[src/rtl/cnn_pkg.sv]
// Shared CNN datapath types and helpers: default sample width,
// signed sample type and the max/ReLU primitives.
package cnn_pkg;

   localparam int DEF_DATA_W = 15;
   localparam int WIDE_W     = 32;

   typedef logic signed [DEF_DATA_W-1:0] sample_t;
   typedef logic signed [WIDE_W-1:0]     wide_t;

   // Operands are sign-extended to wide_t so any DATA_W <= WIDE_W fits.
   // On a tie the first (stored) operand is kept.
   function automatic wide_t smax(input wide_t a, input wide_t b);
      return (b > a) ? b : a;
   endfunction

   function automatic wide_t relu(input wide_t a);
      return (a > 0) ? a : '0;
   endfunction

endpackage

[src/rtl/pool_chan_buf.sv]
// One channel of the 2x2 pool: half-row max buffer, compare and ReLU.
// ReLU is applied only when MAXPOOL_RELU_EN is defined.
module pool_chan_buf
   import cnn_pkg::*;
#(
   parameter int DATA_W = DEF_DATA_W,
   parameter int DEPTH  = 12,
   parameter int IDX_W  = 4
) (
   input  logic                     clk,
   input  logic                     wr_en,
   input  logic                     load,
   input  logic [IDX_W-1:0]         idx,
   input  logic signed [DATA_W-1:0] sample,
   output logic signed [DATA_W-1:0] pooled
);

   logic signed [DATA_W-1:0] mem [DEPTH];
   logic signed [DATA_W-1:0] held;
   logic signed [DATA_W-1:0] m;

   assign held = mem[idx];
   assign m    = DATA_W'(smax(wide_t'(held), wide_t'(sample)));

`ifdef MAXPOOL_RELU_EN
   assign pooled = DATA_W'(relu(wide_t'(m)));
`else
   assign pooled = m;
`endif

   // Contents are deliberately not reset; every window starts with a load.
   always_ff @(posedge clk) begin
      if (wr_en) begin
         mem[idx] <= load ? sample : m;
      end
   end

endmodule

[src/rtl/maxpool2x2_relu_stream.sv]
// 2x2 stride-2 max-pool (+ReLU with MAXPOOL_RELU_EN) over NUM_CH channels
// of a raster stream, with valid/ready, frame last and sync clear.
module maxpool2x2_relu_stream
   import cnn_pkg::*;
#(
   parameter int DATA_W    = DEF_DATA_W,
   parameter int NUM_CH    = 3,
   parameter int IN_WIDTH  = 24,
   parameter int IN_HEIGHT = 24
) (
   input  logic                     clk,
   input  logic                     rst_n,
   input  logic                     clear,
   input  logic                     in_valid,
   output logic                     in_ready,
   input  logic [NUM_CH*DATA_W-1:0] in_data,
   output logic                     out_valid,
   input  logic                     out_ready,
   output logic [NUM_CH*DATA_W-1:0] out_data,
   output logic                     out_last
);

   localparam int COL_W = (IN_WIDTH > 1) ? $clog2(IN_WIDTH) : 1;
   localparam int ROW_W = (IN_HEIGHT > 1) ? $clog2(IN_HEIGHT) : 1;
   localparam int DEPTH = IN_WIDTH / 2;
   localparam int IDX_W = (DEPTH > 1) ? $clog2(DEPTH) : 1;

   if (IN_WIDTH % 2 != 0 || IN_HEIGHT % 2 != 0 || NUM_CH < 1) begin : g_bad_cfg
      $error("maxpool2x2_relu_stream: even IN_WIDTH/IN_HEIGHT and NUM_CH>=1 needed");
   end

   if (DATA_W > WIDE_W) begin : g_bad_w
      $error("maxpool2x2_relu_stream: DATA_W exceeds cnn_pkg::WIDE_W");
   end

   logic [COL_W-1:0] col;
   logic [ROW_W-1:0] row;
   logic             col_last;
   logic             row_last;
   logic             acc;
   logic             fin;
   logic             buf_we;
   logic             buf_load;
   logic [IDX_W-1:0] idx;

   logic [NUM_CH*DATA_W-1:0] pooled;

   assign in_ready = !out_valid || out_ready;
   assign acc      = in_valid && in_ready;
   assign col_last = (col == COL_W'(IN_WIDTH - 1));
   assign row_last = (row == ROW_W'(IN_HEIGHT - 1));
   assign idx      = IDX_W'(col >> 1);

   // An aborted beat must not disturb the buffers either.
   assign buf_we   = acc && !clear;
   assign buf_load = !row[0] && !col[0];
   assign fin      = acc && row[0] && col[0];

   for (genvar c = 0; c < NUM_CH; c++) begin : g_ch
      pool_chan_buf #(
         .DATA_W (DATA_W),
         .DEPTH  (DEPTH),
         .IDX_W  (IDX_W)
      ) u_buf (
         .clk    (clk),
         .wr_en  (buf_we),
         .load   (buf_load),
         .idx    (idx),
         .sample (in_data[c*DATA_W +: DATA_W]),
         .pooled (pooled[c*DATA_W +: DATA_W])
      );
   end

   always_ff @(posedge clk or negedge rst_n) begin
      if (!rst_n) begin
         col       <= '0;
         row       <= '0;
         out_valid <= 1'b0;
         out_data  <= '0;
         out_last  <= 1'b0;
      end else if (clear) begin
         col       <= '0;
         row       <= '0;
         out_valid <= 1'b0;
         out_last  <= 1'b0;
      end else begin
         if (acc) begin
            if (col_last) begin
               col <= '0;
               row <= row_last ? '0 : row + 1'b1;
            end else begin
               col <= col + 1'b1;
            end
         end
         // A fresh result wins over the handshake that retires the old one.
         if (fin) begin
            out_valid <= 1'b1;
            out_data  <= pooled;
            out_last  <= row_last && col_last;
         end else if (out_valid && out_ready) begin
            out_valid <= 1'b0;
         end
      end
   end

endmodule

[config.mk]
export PLATFORM = sky130hd
export DESIGN_NAME = maxpool2x2_relu_stream
export DESIGN_NICKNAME = d
export VERILOG_FILES = /design/src/rtl/cnn_pkg.sv /design/src/rtl/pool_chan_buf.sv /design/src/rtl/maxpool2x2_relu_stream.sv
export SDC_FILE = /design/constraint.sdc
export NUM_CORES = 1
export LEC_CHECK = 0
export CORE_MARGIN = 2
export CORE_UTILIZATION = 40
export CTS_BUF_LIST = sky130_fd_sc_hd__clkbuf_4
export CTS_CLUSTER_SIZE = 25
export DETAILED_ROUTE_END_ITERATION = 7
export GPL_ROUTABILITY_DRIVEN = 0
export PLACE_DENSITY_LB_ADDON = 0.1
export SLEW_MARGIN = 20
export SYNTH_ARGS = -nofsm -noshare
export SYNTH_HDL_FRONTEND = slang
export SYNTH_SLANG_ARGS = --single-unit
[constraint.sdc]
create_clock -name clk -period 8.6 [get_ports clk]
set_input_delay 2.15 -clock clk [delete_from_list [all_inputs] [get_ports clk]]
set_output_delay 2.15 -clock clk [all_outputs]
set_load 0.02 [all_outputs]
==> flow_summary.yaml <==
clocking:
  cts_buffers: 158
  cts_max_level: 4
  tritoncts: "yes"
  cts_num_sinks: 597
  root_buffer_selected_by_cts: "sky130_fd_sc_hd__clkbuf_4"
  cts.repair.resized: 0
  clock_tree.buffer_depth: 3
  count_of_buffers_added_by_post_cts_timing_repair_for_setup: 0
  cts.hold.buffers_added: 0
  cts.clk_slew.worst_paths_ns: 0.06
  clk_latency_ns: 0.99
synthesis:
  synth_ff_type: "sky130_fd_sc_hd__edfxtp_1"
  syn_avg_cell_area_um2: 18.5
  async_reset_ff_share_pct: 9.55
  ys_seq_elements: 597
  synthesis.area_um2: 24700
  ys_seq_area_share_pct: 71.5
  post_synth_inst_count: 1337
  synthDistinctLibCells: 53
  ys_warn_count: 0
  number_of_nets_in_the_synthesized_netlist: 1434
  synth_enable_flop_cells: 540
timing:
  totalNegativeSetupSlack_ns: 0
  max_freq_mhz: 179
  setup_viol: 0
  whs_ns: 0.511
  rsz_0062_raised_after_global_routing: "false"
  timing.final.max_slew_violations: 0
  timing.final.hold_violations: 0
  skew_ns: 0.0650
  maxSlewHeadroom_pct: 31.7
  finalCritPeriodShare_pct: 64.9
  worstMarginPinSlew_ns: 1.02
  post-route-min-period_ns: 5.58
critical_path:
  rrSetupSlack_ns: 3.02
  critical_path_depth: 13
  slowest_stage: "sky130_fd_sc_hd__dfrtp_4"
  worstSetupStartpointType: "flop"
  crit_family: "buffers and inverters"
  ff2ff_path_depth: 13
  critical-path-top-cell-by-count: "sky130_fd_sc_hd__buf_4"
  r2r_start: "col[2]"
  critical-path-max-stage-delay_ns: 0.84
  critPathRequiredTime_ns: 9.25
  critical_path_arrival_ns: 6.23
  timing.critical_path.cells: "buf_4, mux4_2, mux2i_1, o21ai_0, inv_1, ha_1, nand4_2, or4_4, o211ai_1, a211oi_1, a311oi_4, buf_4, mux2_1"
  critical_setup_path_kind: "reg2reg"
  worst_setup_end_kind: "flop"
  launch_point_of_the_worst_path: "col[2]"
  critical_path.max_fanout: 49
  cp_buf_inv_count: 3
  cp-endpoint: "g_ch[1].u_buf.mem[6][13]"
  rr_endpoint: "g_ch[1].u_buf.mem[6][13]"
routing:
  drt-pass1-iter-count: 5
  postRouteAntennaNets: 0
  wl_per_cell_um: 24.1
  vias: 13300
  dr.first_iter.drc_count: 856
  remaining_drc_errors: 0
  vias_per_cell: 5.39
  route.final.wire_length_um: 59500
job:
  cap_viol_max_count: 0
grt:
  track_usage_pct: 19.4
  grt_pass1_wl_um: 89600
  grt.overflow.total: 0
  antenna_found_initial: 3
  grt_start_max_net_pins: 78
  first_global_vias: 14300
min_path:
  hold_path_class: "reg2reg"
  number_of_cells_on_the_worst_hold_path: 1
power:
  power.static_leakage_nw: 9.84
  p_sw_share_pct: 22.9
  internal_power_mw: 4.72
  ir_drop_uv: 128
  power.combinational.fraction_pct: 7.0
  power_switching_mw: 1.40
  clkPwrFrac_pct: 40.2
  pwr-share-seq_pct: 52.9
  power.density_nw_per_um2: 212
outcome:
  run_status: "completed"
cells_and_area:
  final_stage_net_count: 1661
  layout_common_cells: "540 x sky130_fd_sc_hd__edfxtp_1, 237 x sky130_fd_sc_hd__clkbuf_4, 135 x sky130_fd_sc_hd__mux4_2"
  multi_input_gate_area_um2: 6710
  area_growth_syn_to_layout_pct: 16.7
  filler_cells: 5306
  mostFrequentLayoutCell: "sky130_fd_sc_hd__edfxtp_1"
  seqCellArea_um2: 17700
  post_layout_nonfiller_instances: 2472
  drive_above_1_share_pct: 29.2
die:
  pin_count: 98
  die_width_um: 252
  die_y_um: 252
  fp-row-count: 91
  initial_core_utilization_pct: 40.2
  core-area_um2: 61400
  dieArea_um2: 63700
placed_design:
  dpl.cell_count: 2194
  detailed_place_hpwl_um: 32600
  io_buffers: 97
[power groups by stage]
stage / Sequential [mW] / Clock, mW / Combinational, mW
floorplan: 3.30 / 0 / 0.275
global placement: 3.30 / 0 / 0.431
detailed placement: 3.30 / 0 / 0.435
CTS: 3.24 / 2.54 / 0.437
global route: 3.24 / 2.69 / 0.476
finish: 3.24 / 2.46 / 0.427
[worst register-to-register path, stage by stage (launching register included)]
cell,delay [ns]
sky130_fd_sc_hd__dfrtp_4,0.84
sky130_fd_sc_hd__buf_4,0.76
sky130_fd_sc_hd__mux4_2,0.44
sky130_fd_sc_hd__mux2i_1,0.06
sky130_fd_sc_hd__o21ai_0,0.37
sky130_fd_sc_hd__inv_1,0.09
sky130_fd_sc_hd__ha_1,0.48
sky130_fd_sc_hd__nand4_2,0.18
sky130_fd_sc_hd__or4_4,0.62
sky130_fd_sc_hd__o211ai_1,0.11
sky130_fd_sc_hd__a211oi_1,0.13
sky130_fd_sc_hd__a311oi_4,0.32
sky130_fd_sc_hd__buf_4,0.36
sky130_fd_sc_hd__mux2_1,0.52
[synth_stat cells, types with 9 or more instances]
cell,number,share of area (%)
sky130_fd_sc_hd__edfxtp_1,540,66
sky130_fd_sc_hd__mux4_2,135,12
sky130_fd_sc_hd__nand2_1,92,1.4
sky130_fd_sc_hd__nor2_1,58,0.88
sky130_fd_sc_hd__dfrtp_1,57,5.8
sky130_fd_sc_hd__mux2i_1,49,2.0
sky130_fd_sc_hd__a21oi_1,47,0.95
sky130_fd_sc_hd__ha_1,47,2.4
sky130_fd_sc_hd__inv_1,46,0.70
sky130_fd_sc_hd__clkbuf_1,38,0.58
sky130_fd_sc_hd__mux2_2,34,1.6
sky130_fd_sc_hd__a22oi_1,29,0.88
sky130_fd_sc_hd__o21ai_0,21,0.43
sky130_fd_sc_hd__and2_1,17,0.43
sky130_fd_sc_hd__buf_2,16,0.32
sky130_fd_sc_hd__a221o_1,15,0.61
sky130_fd_sc_hd__nand3_1,10,0.20
sky130_fd_sc_hd__mux2_4,9,0.55
[cell families after synthesis]
kind of cell	count (synthesis)	share of synthesized area, %
and+or+nand+nor	214	3.91
AOI/OAI and AO/OA	139	3.86
adders and majority gates	47	2.38
buffers and inverters	110	1.82
muxes	228	16.5
xor gates and xnor gates	2	0.0710
DFF	597	71.5
[how the worst min path moves through the flow]
stage / start / end / slack (ns)
4_1_cts: out_data[7] / out_data[7] / 0.51
3_3_place_gp: out_data[7] / out_data[7] / 0.51
3_5_place_dp: out_data[7] / out_data[7] / 0.48
6_report: out_data[7] / out_data[7] / 0.51
2_1_floorplan: row[3] / row[3] / 0.50
5_1_grt: out_data[7] / out_data[7] / 0.53
[routing by layer]
metal  routed length [um]  GRT usage, %  vias to the layer above
met4                 1040          6.58                        0
met2                29700          32.1                      317
met1                25900          25.4                     7010
li1                     -             -                     5909
met5                    0             0                        -
met3                 2870          4.49                       81
[area by class of cell]
cell class,count,share of cell area [%]
Antenna cell,3,0.0261
Clock buffer,237,6.18
Multi-Input combinational cell,630,23.3
Timing Repair Buffer,131,4.42
Sequential cell,597,61.3
Inverter,46,0.599
Clock inverter,38,0.765
Tap cell,790,3.43
[registers in the layout (all words and copies together), names as in the netlist]
| register | flops |
|---|---|
| col | 5 |
| g_ch.u_buf.mem | 540 |
| out_data | 45 |
| out_last | 1 |
| out_valid | 1 |
| row | 5 |
[through the flow]
step / setup slack, ns / power (mW) / instance area [um^2] / util [%]
6_report: 3.02 / 6.12 / 28800 / 46.9
5_1_grt: 2.73 / 6.40 / 28800 / 46.9
4_1_cts: 3.05 / 6.22 / 28800 / 46.9
3_5_place_dp: 2.92 / 3.73 / 26800 / 43.6
3_3_place_gp: 2.91 / 3.73 / 26700 / 43.6
2_1_floorplan: 2.23 / 3.57 / 24700 / -
(Power assumes the default switching activity.)
